--- config.mk ---
export PLATFORM = sky130hd
export DESIGN_NAME = mips_wb_queue
export DESIGN_NICKNAME = d
export VERILOG_FILES = /design/src/rtl/mips_pkg.sv /design/src/rtl/mips_wb_fifo.sv /design/src/rtl/mips_wb_queue.sv
export SDC_FILE = /design/constraint.sdc
export NUM_CORES = 1
export LEC_CHECK = 0
export BUFFER_PORTS_ARGS = -buffer_cell sky130_fd_sc_hd__buf_2
export CORE_MARGIN = 2
export CORE_UTILIZATION = 51
export DETAILED_ROUTE_END_ITERATION = 10
export GPL_ROUTABILITY_DRIVEN = 0
export HOLD_SLACK_MARGIN = 0.12
export PLACE_DENSITY = 0.76
export SYNTH_ARGS = -nofsm -noshare
export SYNTH_HDL_FRONTEND = slang
export SYNTH_SLANG_ARGS = --single-unit
--- constraint.sdc ---
create_clock -name CLK -period 2.5 [get_ports CLK]
set_clock_uncertainty 0.15 [all_clocks]
set_input_delay 0.5 -clock CLK [delete_from_list [all_inputs] [get_ports CLK]]
set_output_delay 0.5 -clock CLK [all_outputs]
set_load 0.01 [all_outputs]
--- src/rtl/mips_pkg.sv ---
// Shared MIPS types used by the register file, decode and write-back queue.
package mips_pkg;

   typedef logic [4:0]  reg_addr_t;
   typedef logic [31:0] word_t;

   typedef struct packed {
      reg_addr_t addr;
      word_t     data;
   } wb_entry_t;

   // Register 0 is hard-wired to zero; writes to it are discarded.
   localparam reg_addr_t REG_ZERO = 5'd0;

endpackage

--- src/rtl/mips_wb_fifo.sv ---
// Synchronous FIFO of pending register-file writes.
// Exposes the valid/addr view of every slot so the owner can run hazard compares.
module mips_wb_fifo
   import mips_pkg::*;
#(
   parameter  int DEPTH = 4,
   localparam int PW    = $clog2(DEPTH),
   localparam int CW    = $clog2(DEPTH + 1)
) (
   input  logic             clk,
   input  logic             rst,
   input  logic             push_i,
   input  wb_entry_t        push_entry_i,
   input  logic             pop_i,
   output wb_entry_t        head_o,
   output logic [CW-1:0]    count_o,
   output logic             full_o,
   output logic [DEPTH-1:0] entry_valid_o,
   output reg_addr_t        entry_addr_o [DEPTH]
);

   wb_entry_t     mem_q [DEPTH];
   logic [PW-1:0] wr_ptr_q, wr_ptr_d;
   logic [PW-1:0] rd_ptr_q, rd_ptr_d;
   logic [CW-1:0] count_q, count_d;
   logic          do_push;
   logic          do_pop;

   assign full_o  = (count_q == CW'(DEPTH));
   assign do_push = push_i && !full_o;
   assign do_pop  = pop_i && (count_q != '0);
   assign head_o  = mem_q[rd_ptr_q];
   assign count_o = count_q;

   // Next-state for pointers and occupancy; pointers wrap naturally since DEPTH is a power of two
   always_comb begin
      // NOTE: every output gets a default first so no path leaves a value unassigned (no latch).
      wr_ptr_d = wr_ptr_q;
      rd_ptr_d = rd_ptr_q;
      count_d  = count_q;
      if (do_push) wr_ptr_d = wr_ptr_q + PW'(1);
      if (do_pop)  rd_ptr_d = rd_ptr_q + PW'(1);
      case ({do_push, do_pop})
         2'b10:   count_d = count_q + CW'(1);
         2'b01:   count_d = count_q - CW'(1);
         default: count_d = count_q;
      endcase
   end

   // Control state register with synchronous reset
   always_ff @(posedge clk) begin
      // NOTE: non-blocking assignments so every flop samples pre-edge values, independent of statement order.
      if (rst) begin
         wr_ptr_q <= '0;
         rd_ptr_q <= '0;
         count_q  <= '0;
      end else begin
         wr_ptr_q <= wr_ptr_d;
         rd_ptr_q <= rd_ptr_d;
         count_q  <= count_d;
      end
   end

   // Entry storage
   always_ff @(posedge clk) begin
      // NOTE: storage is not reset; occupancy (count/pointers) decides which slots are meaningful.
      if (do_push) mem_q[wr_ptr_q] <= push_entry_i;
   end

   // Slot i is live when its distance from the read pointer is below the occupancy
   always_comb begin
      logic [PW-1:0] offset;
      offset = '0;
      for (int i = 0; i < DEPTH; i++) begin
         offset           = PW'(i) - rd_ptr_q;
         entry_valid_o[i] = (CW'(offset) < count_q);
         entry_addr_o[i]  = mem_q[i].addr;
      end
   end

endmodule

--- src/rtl/mips_wb_queue.sv ---
// Write-back queue: merges ALU and load/mult-div results into the single
// register-file write port, retiring one per cycle and flagging RAW hazards.
module mips_wb_queue
   import mips_pkg::*;
#(
   parameter  int DEPTH = 4,
   localparam int CW    = $clog2(DEPTH + 1)
) (
   input  logic          CLK,
   input  logic          rst,
   input  logic          a_valid,
   output logic          a_ready,
   input  reg_addr_t     a_addr,
   input  word_t         a_data,
   input  logic          b_valid,
   output logic          b_ready,
   input  reg_addr_t     b_addr,
   input  word_t         b_data,
   output logic          RegWrite,
   output reg_addr_t     WriteAddress,
   output word_t         DataIn,
   input  reg_addr_t     hz_addr1,
   input  reg_addr_t     hz_addr2,
   output logic          hazard1,
   output logic          hazard2,
   output logic          full,
   output logic          empty,
   output logic [CW-1:0] count
);

   logic             a_fire, b_fire;
   logic             push, pop;
   wb_entry_t        push_entry, head;
   logic [DEPTH-1:0] entry_valid;
   reg_addr_t        entry_addr [DEPTH];

   logic      reg_write_q, reg_write_d;
   reg_addr_t wr_addr_q,   wr_addr_d;
   word_t     wr_data_q,   wr_data_d;

   // Accept arbitration: ALU has fixed priority, readiness comes only from registered occupancy,
   // and writes to register 0 complete the handshake without creating an entry
   always_comb begin
      a_ready    = !full;
      b_ready    = !full && !a_valid;
      a_fire     = a_valid && a_ready;
      b_fire     = b_valid && b_ready;
      push_entry = a_fire ? '{addr: a_addr, data: a_data} : '{addr: b_addr, data: b_data};
      push       = (a_fire && (a_addr != REG_ZERO)) || (b_fire && (b_addr != REG_ZERO));
   end

   assign pop = (count != '0);

   mips_wb_fifo #(.DEPTH(DEPTH)) u_fifo (
      .clk           (CLK),
      .rst           (rst),
      .push_i        (push),
      .push_entry_i  (push_entry),
      .pop_i         (pop),
      .head_o        (head),
      .count_o       (count),
      .full_o        (full),
      .entry_valid_o (entry_valid),
      .entry_addr_o  (entry_addr)
   );

   // Output stage next-state: load the head when something is queued, otherwise hold addr/data
   always_comb begin
      reg_write_d = pop;
      wr_addr_d   = wr_addr_q;
      wr_data_d   = wr_data_q;
      if (pop) begin
         wr_addr_d = head.addr;
         wr_data_d = head.data;
      end
   end

   // Output stage register; reset discards any in-flight write
   always_ff @(posedge CLK) begin
      if (rst) begin
         reg_write_q <= 1'b0;
         wr_addr_q   <= REG_ZERO;
         wr_data_q   <= '0;
      end else begin
         reg_write_q <= reg_write_d;
         wr_addr_q   <= wr_addr_d;
         wr_data_q   <= wr_data_d;
      end
   end

   assign RegWrite     = reg_write_q;
   assign WriteAddress = wr_addr_q;
   assign DataIn       = wr_data_q;
   assign empty        = (count == '0) && !reg_write_q;

   // Hazard compare over every live FIFO slot plus the output stage (commits on the next edge)
   always_comb begin
      hazard1 = reg_write_q && (wr_addr_q == hz_addr1);
      hazard2 = reg_write_q && (wr_addr_q == hz_addr2);
      for (int i = 0; i < DEPTH; i++) begin
         if (entry_valid[i] && (entry_addr[i] == hz_addr1)) hazard1 = 1'b1;
         if (entry_valid[i] && (entry_addr[i] == hz_addr2)) hazard2 = 1'b1;
      end
      if (hz_addr1 == REG_ZERO) hazard1 = 1'b0;
      if (hz_addr2 == REG_ZERO) hazard2 = 1'b0;
   end

endmodule

==> flow_metrics.tcl, run 1 <==
set metrics [dict create \
    clock_path_buffers 2 \
    antenna_found_initial 0 \
    number_of_failing_setup_endpoints_in_the_final_timing_report 2 \
    grt_util_all_layers 0.2147 \
    remaining_drc_errors 0 \
    boundaryPins 135 \
    outcome "finished, violations left" \
    max_freq_ghz 0.3669 \
    grt-ovfl-total 0 \
    unrepaired_setup_endpoints_after_global_routing "true" \
    setup.worst_path.end_class "output port" \
    post_synth_instance_area_mm2 0.008322 \
    power_frac_comb 0.367 \
    final_cell_mix "148 x sky130_fd_sc_hd__edfxtp_1, 134 x sky130_fd_sc_hd__buf_2, 78 x sky130_fd_sc_hd__nand2_1" \
    layout-drive-gt1-share 0.4190 \
    timing.critical_path.slowest_cell_delay_ns 0.34 \
    clock_transition_at_the_registers_of_the_reported_paths_ns 0.07 \
    placement.setup.worst_slack_ns -0.1232 \
    vias_per_cell 5.547 \
    postLayoutSetupSlackWorst_ns -0.2252 \
    synth_top_family_by_area "multiplexers" \
    cp_cell_sequence "inv_2 > ha_4 > a21oi_4 > o211ai_1 > o41ai_2 > o22a_1 > buf_2" \
    tritoncts "built" \
    yosys_synthesis_warning_count 0 \
    postSynthRegisterBits 193 \
    placement.io_buffers 134 \
    irDropWorstVdd_mv 0.6260 \
    die_area_mm2 0.01736 \
    sequentialPowerShare 0.418 \
    mux_cell_area_share_after_synthesis 0.1514 \
    die_width_um 131.7 \
    placedCellCount 898 \
    die_height_um 131.7 \
    number_of_nets_in_the_synthesized_netlist 658 \
    violations_in_the_final_reports "setup timing" \
    max_cap_violations 0 \
    detail-route-antenna-nets 0 \
    synth_fa_ha_area_frac 0.01443 \
    area_growth_syn_to_layout_pct 20.90 \
    numClockSinks 193 \
    num-nets-final 800 \
    timing.critical_path.from_type "register" \
    floorplan.initialDensity 0.5220 \
    finish.utilization 0.6311 \
    maxSlewHeadroom 0.4918 \
    drt_pass1_iterations 5 \
    yosys.cell_types.count 43 \
    dr.first_iter.drc_count 352 \
    place.detailed.hpwl_mm 12.17 \
    placeableCoreArea_mm2 0.01594 \
    switching_share 0.3339 \
    p_leak_nw 3.715 \
    antenna_cells 0 \
    synth_cells 561 \
    numCtsBuffers 17 \
    intPower_mw 7.892 \
    clock_insertion_delay_worst_skew_ns 0.43 \
    hold_buffers 0 \
    synth-compound-area-share 0.04541 \
    synth-simple-area-share 0.06570 \
    totalWireLength_mm 18.33 \
    yosysSeqAreaShare 0.6423 \
    power.density_mw_per_mm2 1178 \
    hold_path.class "input port to register" \
    cts-root-buf "sky130_fd_sc_hd__clkbuf_16" \
    grt_start_max_net_pins 40 \
    timing.critical_path.buf_inv 2 \
    synth_area_per_cell_um2 14.83 \
    timing_worst_setup_path_type "register to output port" \
    fin_crit_sh 1.090 \
    critPathTopFamily "compound AO/OA/AOI/OAI gates" \
    hold_slack_ns 0.2715 \
    p_clk_frac 0.215 \
    final_common_cell "sky130_fd_sc_hd__edfxtp_1" \
    fin_tns_setup_ns -0.4152 \
    cp_max_fo 5 \
    synth_xor_xnor_area_share 0.05578 \
    cts_htree_levels 4 \
    worst_slew_pin_slew_ns 0.7624 \
    timing.critical_path.slowest_stage_cell "sky130_fd_sc_hd__o41ai_2" \
    first_global_vias 5360 \
    grt_first_pass_wirelength_mm 28.54 \
    core.rowCount 46 \
    non_filler_instance_count_after_layout 932 \
    period_minus_slack_ns 2.725 \
    routed-via-count 5170 \
    timing_hold_violations_final 0 \
    power.switching_mw 3.957 \
    drt-wirelength-per-cell_um 19.66 \
    finalMaxSlewViolations 0 \
    worst_ep_required_time_ns 1.85 \
    critPathArrivalTime_ns 2.08 \
]
-- cell usage after synthesis (all sizes together) --
cell	instances	share of area
edfxtp	148	0.53
nand2	81	0.038
dfxtp	45	0.11
a21oi	42	0.025
mux2	37	0.050
mux4	37	0.10
xor2	28	0.029
xnor2	25	0.026
clkbuf	22	0.0099
buf	16	0.011
nor2	13	0.0062
inv	10	0.0045
ha	8	0.012
nor3	6	0.0036
o211ai	6	0.0054
nand3	5	0.0030
and2	4	0.0036
nor4	4	0.0038
nand4	3	0.0023
o21ai	3	0.0023
or4	3	0.0032
a311oi	2	0.0036
o22a	2	0.0021
o41ai	2	0.0021
a21o	1	0.00090
a221oi	1	0.0018
a22o	1	0.0012
a31oi	1	0.00075
fa	1	0.0024
mux2i	1	0.0012
nand2b	1	0.00075
nor2b	1	0.00075
nor3b	1	0.00090
-- area by class of cell --
type / count / area, µm²
multi-input cells: 320 / 2893
well taps: 216 / 270.3
clock buffers: 20 / 446.7
flip-flops and latches: 193 / 5355
fillers: 1167 / 5882
repair buffers: 161 / 948.4
inverters: 10 / 40.04
clock inverters: 12 / 107.6
-- per-stage QoR --
| stage | area [µm²] | total power, mW |
|---|---|---|
| after floorplan | 8323 | 7.591 |
| after global placement | 9368 | 8.868 |
| after detailed placement | 9368 | 9.051 |
| after CTS | 9998 | 11.80 |
| after global routing | 10060 | 12.49 |
| final | 10060 | 11.85 |
-- per-layer routing --
layer  GRT usage  wire, µm  up-vias
met5           0         0        -
met4     0.09058       333        0
met3     0.03345       728       24
met2      0.3831     10050      161
met1      0.2610      7209     2625
li1            -         -     2360
-- cell families after synthesis --
| group | count (synthesis) |
|---|---|
| AO/OA/AOI/OAI | 61 |
| adder cells (fa/ha/maj) | 9 |
| AND/OR/NAND/NOR | 122 |
| flip-flops | 193 |
| XOR/XNOR | 53 |
| multiplexers | 75 |
| buffers and inverters | 48 |
-- path summary, 6_finish.rpt --
path / startpoint / end / slack (ns) / cells past startpoint
min reg2reg: DataIn[27]$_SDFFE_PP0P_ / DataIn[27]$_SDFFE_PP0P_ / 0.30 / 2
min: a_data[2] / u_fifo.mem_q[3][2]$_DFFE_PP_ / 0.27 / 2
max reg2reg: u_fifo.rd_ptr_q[0]$_SDFFE_PP0P_ / DataIn[19]$_SDFFE_PP0P_ / 0.25 / 5
max: u_fifo.count_o[1]$_SDFFE_PP0P_ / hazard1 / -0.23 / 7
-- power groups by stage --
stage	combinational [mW]	clock [mW]	sequential, mW
global placement	3.94	0	4.93
detailed placement	4.06	0	4.99
CTS	4.27	2.59	4.93
finish	4.35	2.55	4.96
global route	4.75	2.71	5.03
floorplan	2.59	0	5.00
-- state kept, by name, indices dropped and copies added (netlist names) --
| register | cells |
|---|---|
| u_fifo.mem_q | 148 |
| WriteAddress | 5 |
| u_fifo.rd_ptr_q | 2 |
| u_fifo.wr_ptr_q | 2 |
| u_fifo.count_o | 3 |
| RegWrite | 1 |
| DataIn | 32 |
-- timing repair --
item	CTS	global route
buffers inserted	1	1
setup endpoints to repair	2	3
pin swaps	6	3
resized for setup	13	12
Note: power is estimated with default switching activity, not from simulation.
==> run 2, diff against run 1 <==
--- a/config.mk
+++ b/config.mk
@@ -5,7 +5,7 @@
 export SDC_FILE = /design/constraint.sdc
 export NUM_CORES = 1
 export LEC_CHECK = 0
-export BUFFER_PORTS_ARGS = -buffer_cell sky130_fd_sc_hd__buf_2
+export BUFFER_PORTS_ARGS = -buffer_cell sky130_fd_sc_hd__buf_4
 export CORE_MARGIN = 2
 export CORE_UTILIZATION = 51
 export DETAILED_ROUTE_END_ITERATION = 10
==> run 2 against run 1 <==
Effect of this change: the flow still finishes with violations (setup timing); fmax up 1.2%; clock-buffer cell count up 1; sequential power about the same; setup slack better by 0.033 ns.
==> flow_metrics.tcl, run 2 (synthesis results as in run 1) <==
set metrics [dict create \
    outcome "finished, violations left" \
    violations_in_the_final_reports "setup timing" \
    period_minus_slack_ns 2.693 \
    numCtsBuffers 17 \
    postLayoutSetupSlackWorst_ns -0.1926 \
    p_leak_nw 3.811 \
    core.rowCount 46 \
    clock_path_buffers 2 \
    num-nets-final 799 \
    detail-route-antenna-nets 0 \
    place.detailed.hpwl_mm 11.70 \
    antenna_found_initial 0 \
    grt_first_pass_wirelength_mm 28.90 \
    worst_slew_pin_slew_ns 0.7586 \
    number_of_failing_setup_endpoints_in_the_final_timing_report 2 \
    critPathArrivalTime_ns 2.04 \
    grt_start_max_net_pins 46 \
    maxSlewHeadroom 0.4943 \
    vias_per_cell 5.547 \
    antenna_cells 0 \
    timing_hold_violations_final 0 \
    boundaryPins 135 \
    rrSetupSlack_ns 0.26 \
    tritoncts "built" \
    max_cap_violations 0 \
    numClockSinks 193 \
    floorplan.initialDensity 0.5220 \
    layout-drive-gt1-share 0.4098 \
    drt-wirelength-per-cell_um 19.14 \
    cts-root-buf "sky130_fd_sc_hd__clkbuf_16" \
    number_of_flip_flops_in_the_largest_register 148 \
    power.density_mw_per_mm2 1157 \
    timing.critical_path.slowest_cell_delay_ns 0.37 \
    die_height_um 131.7 \
    cts_htree_levels 4 \
    clock_transition_at_the_registers_of_the_reported_paths_ns 0.06 \
    first_global_vias 5573 \
    power_mw 12.03 \
    drt_pass1_iterations 4 \
    final_cell_mix "149 x sky130_fd_sc_hd__buf_4, 148 x sky130_fd_sc_hd__edfxtp_1, 78 x sky130_fd_sc_hd__nand2_1" \
    fin_crit_sh 1.077 \
    largest_register "u_fifo.mem_q" \
    die_width_um 131.7 \
    routed-via-count 5164 \
    worst_ep_required_time_ns 1.85 \
    final_common_cell "sky130_fd_sc_hd__buf_4" \
    hold_slack_ns 0.2830 \
    die_area_mm2 0.01736 \
    irDropWorstVdd_mv 0.6905 \
    cp_cell_sequence "xnor2_4 > inv_1 > ha_4 > a21oi_4 > o211ai_1 > o211ai_1 > o22a_1 > buf_4" \
    finalMaxSlewViolations 0 \
    cp_max_fo 2 \
    cpMostUsedCell "sky130_fd_sc_hd__o211ai_1" \
    grt_util_all_layers 0.2156 \
    placement.io_buffers 134 \
    setup.worst_path.end_class "output port" \
    placeableCoreArea_mm2 0.01594 \
    max_freq_ghz 0.3714 \
    hold_path.class "input port to register" \
    grt-ovfl-total 0 \
    timing.critical_path.from_type "register" \
    timing.critical_path.slowest_stage_cell "sky130_fd_sc_hd__dfxtp_4" \
    dr.first_iter.drc_count 304 \
    clock_insertion_delay_worst_skew_ns 0.42 \
    remaining_drc_errors 0 \
    unrepaired_setup_endpoints_after_global_routing "true" \
    area_growth_syn_to_layout_pct 24.85 \
    totalWireLength_mm 17.82 \
    timing_worst_setup_path_type "register to output port" \
]
## run 2: critical path: cells and delay by family, from the launching register on
family	cells	cell delay, ns
DFF	1	0.37
xor gates and xnor gates	1	0.18
buffers and inverters	2	0.24
AOI/OAI and AO/OA	4	0.54
adders and majority gates	1	0.29
## run 2: power by group
part           total, mW  internal [mW]  switching (mW)
clock network       2.46           1.36            1.10
logic               4.63           2.26            2.37
registers           4.93           4.50           0.429
total               12.0           8.13            3.89
## run 2: path summary, 6_finish.rpt
check	startpoint	end	cells after the start
setup / recovery	u_fifo.rd_ptr_q[0]$_SDFFE_PP0P_	hazard2	8
hold / removal	a_data[6]	u_fifo.mem_q[2][6]$_DFFE_PP_	2
setup reg to reg	u_fifo.count_o[1]$_SDFFE_PP0P_	u_fifo.count_o[1]$_SDFFE_PP0P_	10
hold reg to reg	DataIn[27]$_SDFFE_PP0P_	DataIn[27]$_SDFFE_PP0P_	2
## run 2: area by class of cell
type	instances	area, µm²
well taps	216	270.3
clock buffers	21	440.4
repair buffers	160	1313
flip-flops and latches	193	5354
inverters	10	37.54
multi-input cells	320	2887
fillers	1144	5553
clock inverters	11	88.84
## run 2: what timing repair did
action                     in CTS  in global routing
gates cloned                    0                  0
hold buffers                    0                  0
pin swaps                       6                  4
setup buffers                   3                  0
setup endpoints to repair       2                  2
gates resized for setup        21                  2
## run 2: through the flow
step,instance area [µm²],std cells,setup TNS [ns],utilization,worst slack (ns)
after global placement,9713,896,-0.07253,0.6092,-0.06499
after CTS,10380,931,-0.3649,0.6513,-0.1867
final,10390,931,-0.3680,0.6517,-0.1926
after global routing,10390,931,-0.5612,0.6517,-0.2876
after floorplan,8323,561,-0.09644,-,-0.07043
after detailed placement,9713,896,-0.2569,0.6092,-0.1653
## run 2: layer usage
| layer | part of all wire | up-vias | GRT usage | routed length (µm) |
|---|---|---|---|---|
| met2 | 0.54 | 170 | 0.3854 | 9601 |
| met4 | 0.023 | 0 | 0.09541 | 416 |
| met3 | 0.050 | 27 | 0.04268 | 891 |
| li1 | - | 2357 | - | - |
| met5 | 0 | - | 0 | 0 |
| met1 | 0.39 | 2610 | 0.2530 | 6906 |
